--- config.mk ---
export PLATFORM = sky130hd
export DESIGN_NAME = matrix_dump_reader
export DESIGN_NICKNAME = d
export VERILOG_FILES = /design/src/rtl/matrix_dump_reader_pkg.sv /design/src/rtl/matrix_dump_reader_addr_gen.sv /design/src/rtl/matrix_dump_reader.sv
export SDC_FILE = /design/constraint.sdc
export NUM_CORES = 1
export LEC_CHECK = 0
export CAP_MARGIN = 20
export CORE_MARGIN = 2
export CORE_UTILIZATION = 53
export DETAILED_ROUTE_END_ITERATION = 10
export PLACE_DENSITY = 0.8
export SYNTH_ARGS = -nofsm -noshare
export SYNTH_HDL_FRONTEND = slang
export SYNTH_HIERARCHICAL = 1
export SYNTH_SLANG_ARGS = --single-unit
--- constraint.sdc ---
create_clock -name clk -period 3.71 [get_ports clk]
set_clock_uncertainty 0.1 [all_clocks]
set_input_delay 0.9275 -clock clk [delete_from_list [all_inputs] [get_ports clk]]
set_output_delay 0.9275 -clock clk [all_outputs]
set_load 0.05 [all_outputs]
--- src/rtl/matrix_dump_reader_pkg.sv ---
// Shared definitions for the data-memory side blocks: widths, row stride,
// dump FSM state encoding.
package matrix_dump_reader_pkg;
  localparam int DEF_ADDR_W     = 12;
  localparam int DEF_DATA_W     = 12;
  localparam int DEF_DIM_W      = 5;
  localparam int DEF_ROW_STRIDE = 64;
  localparam int BYTE_W         = 8;

  typedef enum logic [2:0] {
    ST_IDLE,
    ST_RD,
    ST_LAT,
    ST_HI,
    ST_LO,
    ST_DONE
  } dump_state_e;
endpackage

--- src/rtl/matrix_dump_reader_addr_gen.sv ---
// Row/column walker for the dump: keeps the current row base incrementally
// and presents a registered read address.
module dump_addr_gen
  import matrix_dump_reader_pkg::*;
#(
  parameter int ADDR_W     = DEF_ADDR_W,
  parameter int DIM_W      = DEF_DIM_W,
  parameter int ROW_STRIDE = DEF_ROW_STRIDE
) (
  input  logic              clk,
  input  logic              rst,
  input  logic              init,
  input  logic              advance,
  input  logic [ADDR_W-1:0] base_addr,
  input  logic [DIM_W-1:0]  dim,
  output logic [ADDR_W-1:0] mem_addr,
  output logic              last
);
  logic [DIM_W-1:0]  dim_q, dim_d, row_q, row_d, col_q, col_d;
  logic [ADDR_W-1:0] row_base_q, row_base_d, addr_q, addr_d;
  logic [DIM_W-1:0]  dim_m1;
  logic              row_end;

  assign dim_m1   = dim_q - 1'b1;
  assign row_end  = (col_q == dim_m1);
  assign last     = row_end && (row_q == dim_m1);
  assign mem_addr = addr_q;

  always_comb begin
    dim_d      = dim_q;
    row_d      = row_q;
    col_d      = col_q;
    row_base_d = row_base_q;
    addr_d     = addr_q;
    if (init) begin
      dim_d      = dim;
      row_d      = '0;
      col_d      = '0;
      row_base_d = base_addr;
      addr_d     = base_addr;
    end else if (advance && !last) begin
      if (row_end) begin
        // row base steps by the stride; wraps modulo 2^ADDR_W silently
        row_d      = row_q + 1'b1;
        col_d      = '0;
        row_base_d = row_base_q + ADDR_W'(ROW_STRIDE);
        addr_d     = row_base_d;
      end else begin
        col_d  = col_q + 1'b1;
        addr_d = row_base_q + ADDR_W'(col_d);
      end
    end
  end

  always_ff @(posedge clk) begin
    if (rst) begin
      dim_q      <= '0;
      row_q      <= '0;
      col_q      <= '0;
      row_base_q <= '0;
      addr_q     <= '0;
    end else begin
      dim_q      <= dim_d;
      row_q      <= row_d;
      col_q      <= col_d;
      row_base_q <= row_base_d;
      addr_q     <= addr_d;
    end
  end
endmodule

--- src/rtl/matrix_dump_reader.sv ---
// Dumps an n x n region of the data memory as a byte stream, high nibble
// byte first, one memory word per four cycles when the sink never stalls.
module matrix_dump_reader
  import matrix_dump_reader_pkg::*;
#(
  parameter int ADDR_W     = DEF_ADDR_W,
  parameter int DATA_W     = DEF_DATA_W,
  parameter int ROW_STRIDE = DEF_ROW_STRIDE,
  parameter int DIM_W      = DEF_DIM_W
) (
  input  logic              clk,
  input  logic              rst,
  input  logic              start,
  input  logic [ADDR_W-1:0] base_addr,
  input  logic [DIM_W-1:0]  dim,
  output logic              mem_req,
  output logic [ADDR_W-1:0] mem_addr,
  input  logic [DATA_W-1:0] mem_dataout,
  output logic [BYTE_W-1:0] tx_data,
  output logic              tx_valid,
  input  logic              tx_ready,
  output logic              busy,
  output logic              done
);
  dump_state_e       state_q, state_d;
  logic [DATA_W-1:0] word_q, word_d;
  logic              done_q, done_d;
  logic              ag_init, ag_advance, ag_last;

  dump_addr_gen #(
    .ADDR_W     (ADDR_W),
    .DIM_W      (DIM_W),
    .ROW_STRIDE (ROW_STRIDE)
  ) u_addr_gen (
    .clk       (clk),
    .rst       (rst),
    .init      (ag_init),
    .advance   (ag_advance),
    .base_addr (base_addr),
    .dim       (dim),
    .mem_addr  (mem_addr),
    .last      (ag_last)
  );

  always_comb begin
    state_d    = state_q;
    word_d     = word_q;
    done_d     = 1'b0;
    ag_init    = 1'b0;
    ag_advance = 1'b0;
    case (state_q)
      ST_IDLE: begin
        if (start) begin
          if (dim != '0) begin
            ag_init = 1'b1;
            state_d = ST_RD;
          end else begin
            done_d = 1'b1;
          end
        end
      end
      ST_RD:  state_d = ST_LAT;
      ST_LAT: begin
        word_d  = mem_dataout;
        state_d = ST_HI;
      end
      ST_HI: if (tx_ready) state_d = ST_LO;
      ST_LO: begin
        if (tx_ready) begin
          if (ag_last) begin
            done_d  = 1'b1;
            state_d = ST_DONE;
          end else begin
            ag_advance = 1'b1;
            state_d    = ST_RD;
          end
        end
      end
      ST_DONE: state_d = ST_IDLE;
      default: state_d = ST_IDLE;
    endcase
  end

  always_comb begin
    tx_data = '0;
    if (state_q == ST_HI)      tx_data = BYTE_W'(word_q[DATA_W-1:BYTE_W]);
    else if (state_q == ST_LO) tx_data = word_q[BYTE_W-1:0];
  end

  assign tx_valid = (state_q == ST_HI) || (state_q == ST_LO);
  assign busy     = state_q inside {ST_RD, ST_LAT, ST_HI, ST_LO};
  assign mem_req  = busy;
  assign done     = done_q;

  always_ff @(posedge clk) begin
    if (rst) begin
      state_q <= ST_IDLE;
      word_q  <= '0;
      done_q  <= 1'b0;
    end else begin
      state_q <= state_d;
      word_q  <= word_d;
      done_q  <= done_d;
    end
  end
endmodule

# After elaboration in Yosys (flattened, before gate mapping)
# Index checks and enable logic that the tools add are counted.
[op_classes]
mux = 26
eq_ne = 10
n_addsub = 5
reduce_logical = 13
[op_table]
columns = ["operator", "count"]
rows = [
  ["two-way mux 12 bit", 6],
  ["two-way mux 8 bit", 2],
  ["two-way mux 3 bit", 5],
  ["case mux 3 bit (5 select lines)", 1],
  ["adder 12 x 5 -> 12 bit", 1],
  ["adder 12 x 7 -> 12 bit, second input constant", 1],
  ["adder 5 x 1 -> 5 bit, second input constant", 2],
  ["== test 5 bit", 2],
  ["two-way mux 1 bit", 10],
  ["!= test 2 bit, second input constant", 4],
  ["== test 3 x 2 -> 1 bit, second input constant", 2],
  ["two-way mux 5 bit", 1],
  ["nonzero test 5 bit", 1],
  ["subtractor 5 x 1 -> 5 bit, second input constant", 1],
  ["AND reduction 2 bit", 2],
  ["AND reduction 4 bit", 1],
  ["nonzero test 2 bit", 2],
  ["nonzero test 4 bit", 1],
  ["== test 3 x 1 -> 1 bit, second input constant", 1],
  ["== test 3 bit, second input constant", 1],
  ["zero test 3 bit", 1],
  ["logical AND 1 bit", 2],
  ["case mux 1 bit (2 select lines)", 1],
  ["OR reduction 2 bit", 1],
  ["2 further kinds", 2],
]
[word_totals]
word_cells = 62
out_inout_bits = 24
ff_bits = 55

# Logic depth before layout (Yosys ltp)
[logic_depth]
word_depth = 9
ltp_mapped = 15
depth_no_buf = 12

# Modules after synthesis
# The synthesis kept the hierarchy.
[by_module_without_submodules]
columns = ["mod", "area_per_inst_um2", "n_inst", "cells_each", "seq_area_each_um2"]
rows = [
  ["dump_addr_gen", 2476.1, 1, 278, 780.7],
  ["matrix_dump_reader", 778.2, 1, 81, 320.3],
]

# Worst setup path before layout
# OpenSTA, ideal clock, no wires.
[synth_path]
path_type = "register to register"
startpoint = "reg u_addr_gen.dim_q[0]"
endpoint = "reg u_addr_gen.col_q[2]"
required_ns = 3.482
t_arrival_ns = 2.938
slack_ns = 0.544
setup_time_ns = 0.128
stages_incl_launch_ff = 16
n_path_buf = 4
period_less_slack_ns = 3.166
path_cell_list = "dfxtp_1 -> inv_1 -> ha_1 -> nor3b_2 -> xnor2_1 -> nand3_2 -> clkbuf_1 -> nor2_1 -> nor3b_2 -> clkbuf_1 -> inv_1 -> a31o_1 -> buf_4 -> buf_4 -> a22oi_1 -> nor2_1"
[synth_between]
elab_chain_cells = 7
word_cells_on_any_way = 10
[synth_lines]
columns = ["item", "line_no", "rtl"]
rows = [
  ["start: declaration", "matrix_dump_reader_addr_gen.sv:19", "logic [DIM_W-1:0] dim_q, dim_d, row_q, row_d, col_q, col_d;"],
  ["start signal: assignment", "matrix_dump_reader_addr_gen.sv:63", "dim_q <= dim_d;"],
  ["subtractor 5 x 1 -> 5 bit (*)", "matrix_dump_reader_addr_gen.sv:24", "assign dim_m1 = dim_q - 1'b1;"],
  ["== test 5 bit, on equally long branches", "matrix_dump_reader_addr_gen.sv:25, matrix_dump_reader_addr_gen.sv:26", ""],
  ["logical AND 1 bit (*)", "matrix_dump_reader_addr_gen.sv:26", "assign last = row_end && (row_q == dim_m1);"],
  ["named net ag_last", "matrix_dump_reader.sv:28", "logic ag_init, ag_advance, ag_last;"],
  ["two-way mux 1 bit (*)", "matrix_dump_reader.sv:70", "if (ag_last) begin"],
  ["two-way mux 1 bit (*)", "matrix_dump_reader.sv:69", "if (tx_ready) begin"],
  ["two-way mux 1 bit (*)", "matrix_dump_reader.sv:51", "case (state_q)"],
  ["named net ag_advance", "matrix_dump_reader.sv:28", ""],
  ["logical AND 1 bit (*)", "matrix_dump_reader_addr_gen.sv:41", "end else if (advance && !last) begin"],
  ["end signal: assignment", "matrix_dump_reader_addr_gen.sv:65", "col_q <= col_d;"],
  ["end: declaration", "matrix_dump_reader_addr_gen.sv:19", ""],
]
# The timed path passes the listed nets; every way through them passes the cells marked *.
# A chain may end at the register's enable or synchronous reset.

# Worst setup path in the final report
[layout_path]
startpoint = "reg state_q[2]"
endpoint = "out tx_data[2]"
[layout_between]
elab_chain_cells = 3
word_cells_on_any_way = 4
[layout_lines]
columns = ["item", "line_no", "rtl"]
rows = [
  ["start: declaration", "matrix_dump_reader.sv:25", "dump_state_e state_q, state_d;"],
  ["start signal: assignment", "matrix_dump_reader.sv:101", "state_q <= state_d;"],
  ["== test 3 bit", "matrix_dump_reader.sv:87", "else if (state_q == ST_LO) tx_data = word_q[BYTE_W-1:0];"],
  ["two-way mux 8 bit", "matrix_dump_reader.sv:87", ""],
  ["two-way mux 8 bit (*)", "matrix_dump_reader.sv:86", "if (state_q == ST_HI) tx_data = BYTE_W'(word_q[DATA_W-1:BYTE_W]);"],
  ["end: declaration", "matrix_dump_reader.sv:19", "output logic [BYTE_W-1:0] tx_data,"],
]
# Mark *: on every way between the ends. The rest lies on a longest branch, timed or not.

==> impl_metrics.env <==
export IMPL_status="finished, final reports clean"
export IMPL_num_rows=28
export IMPL_async_flop_share=0
export IMPL_maxCapViolCount=0
export IMPL_mappedNetlistArea_sq_um=3250
export IMPL_io_buffers=56
export IMPL_vias=2809
export IMPL_power_mw=1.34
export IMPL_initial_core_util=0.550
export IMPL_fmax_mhz=282
export IMPL_grt_antenna_before_repair=0
export IMPL_cts_buffers=5
export IMPL_hold_viol=0
export IMPL_yosysSeqAreaShare=0.338
export IMPL_rr_startpoint="u_addr_gen/dim_q[0]"
export IMPL_critPathKind="register to output pin"
export IMPL_dr_pass1_iters=4
export IMPL_syn2layout_area_growth_pct=20.6
export IMPL_grt_use_total=0.233
export IMPL_tightest_slew_ns=0.754
export IMPL_cts_resized_gates=0
export IMPL_p_leak_nw=1.43
export IMPL_cpMaxStageDelayCell="clkdlybuf4s50_1"
export IMPL_cp_max_fo=11
export IMPL_syn_nets=402
export IMPL_core_area_sq_um=5920
export IMPL_hp_class="register to register"
export IMPL_pwr_density_cell_nw_per_um2=341
export IMPL_path_clk_slew_ns=0.10
export IMPL_avgViaCountPerCell=5.83
export IMPL_ant_nets=0
export IMPL_grt_pass1_wl_microns=12200
export IMPL_met1_usage=0.306
export IMPL_cts_root_buf="clkbuf_8"
export IMPL_clkLatencyLatePin_ns=0.31
export IMPL_critPathArrivalTime_ns=2.52
export IMPL_clockBufferDepth=2
export IMPL_dieArea_sq_um=6780
export IMPL_tns_ns=0
export IMPL_synth_edf_count=0
export IMPL_syn_instance_count=359
export IMPL_fin_crit_ns=3.55
export IMPL_setup_viol=0
export IMPL_grt_pass1_vias=2572
export IMPL_ir_worst_vdd_mv=0.207
export IMPL_tritoncts="done"
export IMPL_drive_gt1_frac=0.0860
export IMPL_drt_initial_drc_count=132
export IMPL_crit_chain="nor3b_2 -> a22o_1 -> clkdlybuf4s50_1"
export IMPL_relSlewSlack=0.496
export IMPL_rsz0062_at_grt="no"
export IMPL_startpoint="state_q[2]"
export IMPL_min_period_over_period=0.956
export IMPL_hpwl_microns=5450
export IMPL_post_cts_setup_buffers=0
export IMPL_dieHeight_microns=82.4
export IMPL_grt_use_met2=0.390
export IMPL_hold_ws_ns=0.395
export IMPL_synth_distinct_cells=65
export IMPL_die_w_microns=82.4
export IMPL_drt_total_wl_microns=7560
export IMPL_grt_start_max_net_pins=40
export IMPL_synth_seq_cells=55
export IMPL_top_usage_layer="met2"
export IMPL_crit_path_end_kind="output pin"
export IMPL_drc=0
export IMPL_cpPeakStageDelay_ns=0.80
export IMPL_wire_per_inst_microns=15.7
export IMPL_overflow=0
export IMPL_synthFlopType="dfxtp_1"
export IMPL_antennaDiodeCount=0
export IMPL_hp_start="word_q[5]"
export IMPL_startpoint_type="register"
export IMPL_yosys_warnings=6
export IMPL_clock_sinks=55
export IMPL_nets=449
export IMPL_postCtsHoldBufs=0
export IMPL_place_gp_congestion=0.830
export IMPL_worstPathRequired_ns=2.68
export IMPL_avgSynthCellArea_sq_um=9.07
export IMPL_htreeDepth=2
export IMPL_io_pins=57
export IMPL_slew_violations=0
export IMPL_met3_usage=0.0380
registers in the layout (all words and copies together) (netlist names):
name	count
done	1
state_q	3
u_addr_gen/col_q	5
u_addr_gen/dim_q	5
u_addr_gen/mem_addr	12
u_addr_gen/row_base_q	12
u_addr_gen/row_q	5
word_q	12
power breakdown:
group,switching (mW),total (mW),internal [mW]
Clock,0.203,0.336,0.134
Combinational,0.187,0.338,0.151
Sequential,0.0373,0.665,0.628
final cells by class:
class	count	area (sq um)
Clock buffer	5	68.8
Timing Repair Buffer	63	613
Multi-Input combinational cell	269	1980
Tap cell	75	93.8
Inverter	12	45.0
Clock inverter	3	18.8
Sequential cell	55	1100
Fill cell	496	2000
path summary, 6_finish.rpt:
| check | endpoint | slack, ns | cells past startpoint |
|---|---|---|---|
| setup / recovery | tx_data[2] | 0.16 | 3 |
| hold / removal | word_q[5] | 0.40 | 2 |
| setup reg to reg | u_addr_gen/mem_addr[9] | 0.29 | 12 |
| hold reg to reg | word_q[5] | 0.40 | 2 |
cells in the mapped netlist, types with 3 or more instances:
| master | instances | share of area |
|---|---|---|
| nand2_1 | 15 | 0.017 |
| a32oi_1 | 3 | 0.0081 |
| a211oi_1 | 4 | 0.0092 |
| buf_4 | 5 | 0.012 |
| dfxtp_1 | 55 | 0.34 |
| a21oi_1 | 20 | 0.031 |
| and2_1 | 4 | 0.0077 |
| xor2_1 | 9 | 0.024 |
| nor3_1 | 3 | 0.0046 |
| o21ai_1 | 3 | 0.0046 |
| o21ai_0 | 7 | 0.011 |
| nand3_1 | 10 | 0.015 |
| nor3b_2 | 3 | 0.012 |
| xnor2_1 | 19 | 0.051 |
| nor2b_1 | 3 | 0.0058 |
| mux2_2 | 4 | 0.014 |
| clkbuf_1 | 12 | 0.014 |
| nor2_1 | 52 | 0.060 |
| nand3b_1 | 4 | 0.0092 |
| a22o_1 | 4 | 0.011 |
| a41oi_1 | 3 | 0.0081 |
| and3_1 | 4 | 0.0077 |
| ha_1 | 9 | 0.035 |
| mux2i_1 | 30 | 0.092 |
| inv_1 | 10 | 0.012 |
| o31ai_1 | 5 | 0.012 |
| buf_2 | 5 | 0.0077 |
| a221o_1 | 3 | 0.0092 |
critical path, delay by kind of cell (launching register included):
kind                   cells  cell delay (ns)
AO/OA/AOI/OAI              1             0.25
flip-flops                 1             0.55
AND/OR/NAND/NOR            1             0.61
buffers and inverters      1             0.80
layout by cell type, fill, tap and decap left out, drive strengths merged, types with 5 or more instances in the layout:
cell type,n
a211oi,6
a21oi,20
buf,7
clkbuf,5
clkdlybuf4s50,56
dfxtp,55
ha,9
inv,11
mux2i,30
nand2,15
nand3,11
nor2,52
nor3,5
o21ai,10
o31ai,5
xnor2,19
xor2,9
cells by family after synthesis:
kind of cell,count (synthesis),share of synthesized area
AO/OA/AOI/OAI,81,0.197
XOR/XNOR,29,0.0827
adder cells (fa/ha/maj),10,0.0408
buffers and inverters,35,0.0531
flip-flops,55,0.338
multiplexers,34,0.106
AND/OR/NAND/NOR,115,0.182
routing by layer:
layer / share of wire / vias to the layer above / routed length, microns
li1: - / 1388 / -
met3: 0.039 / 9 / 297
met4: 0.014 / 0 / 103
met5: 0 / - / 0
met2: 0.49 / 57 / 3720
met1: 0.45 / 1355 / 3440
through the flow:
| stage | area (sq um) | worst slack (ns) | utilization | instances |
|---|---|---|---|---|
| final | 3930 | 0.163 | 0.663 | 482 |
| after global routing | 3930 | 0.00485 | 0.663 | 482 |
| after CTS | 3930 | 0.172 | 0.663 | 482 |
| after detailed placement | 3840 | 0.377 | 0.648 | 474 |
| after global placement | 3840 | 0.543 | 0.648 | 474 |
| after floorplan | 3250 | 0.544 | - | 359 |
Note: power is estimated with default switching activity, not from simulation.
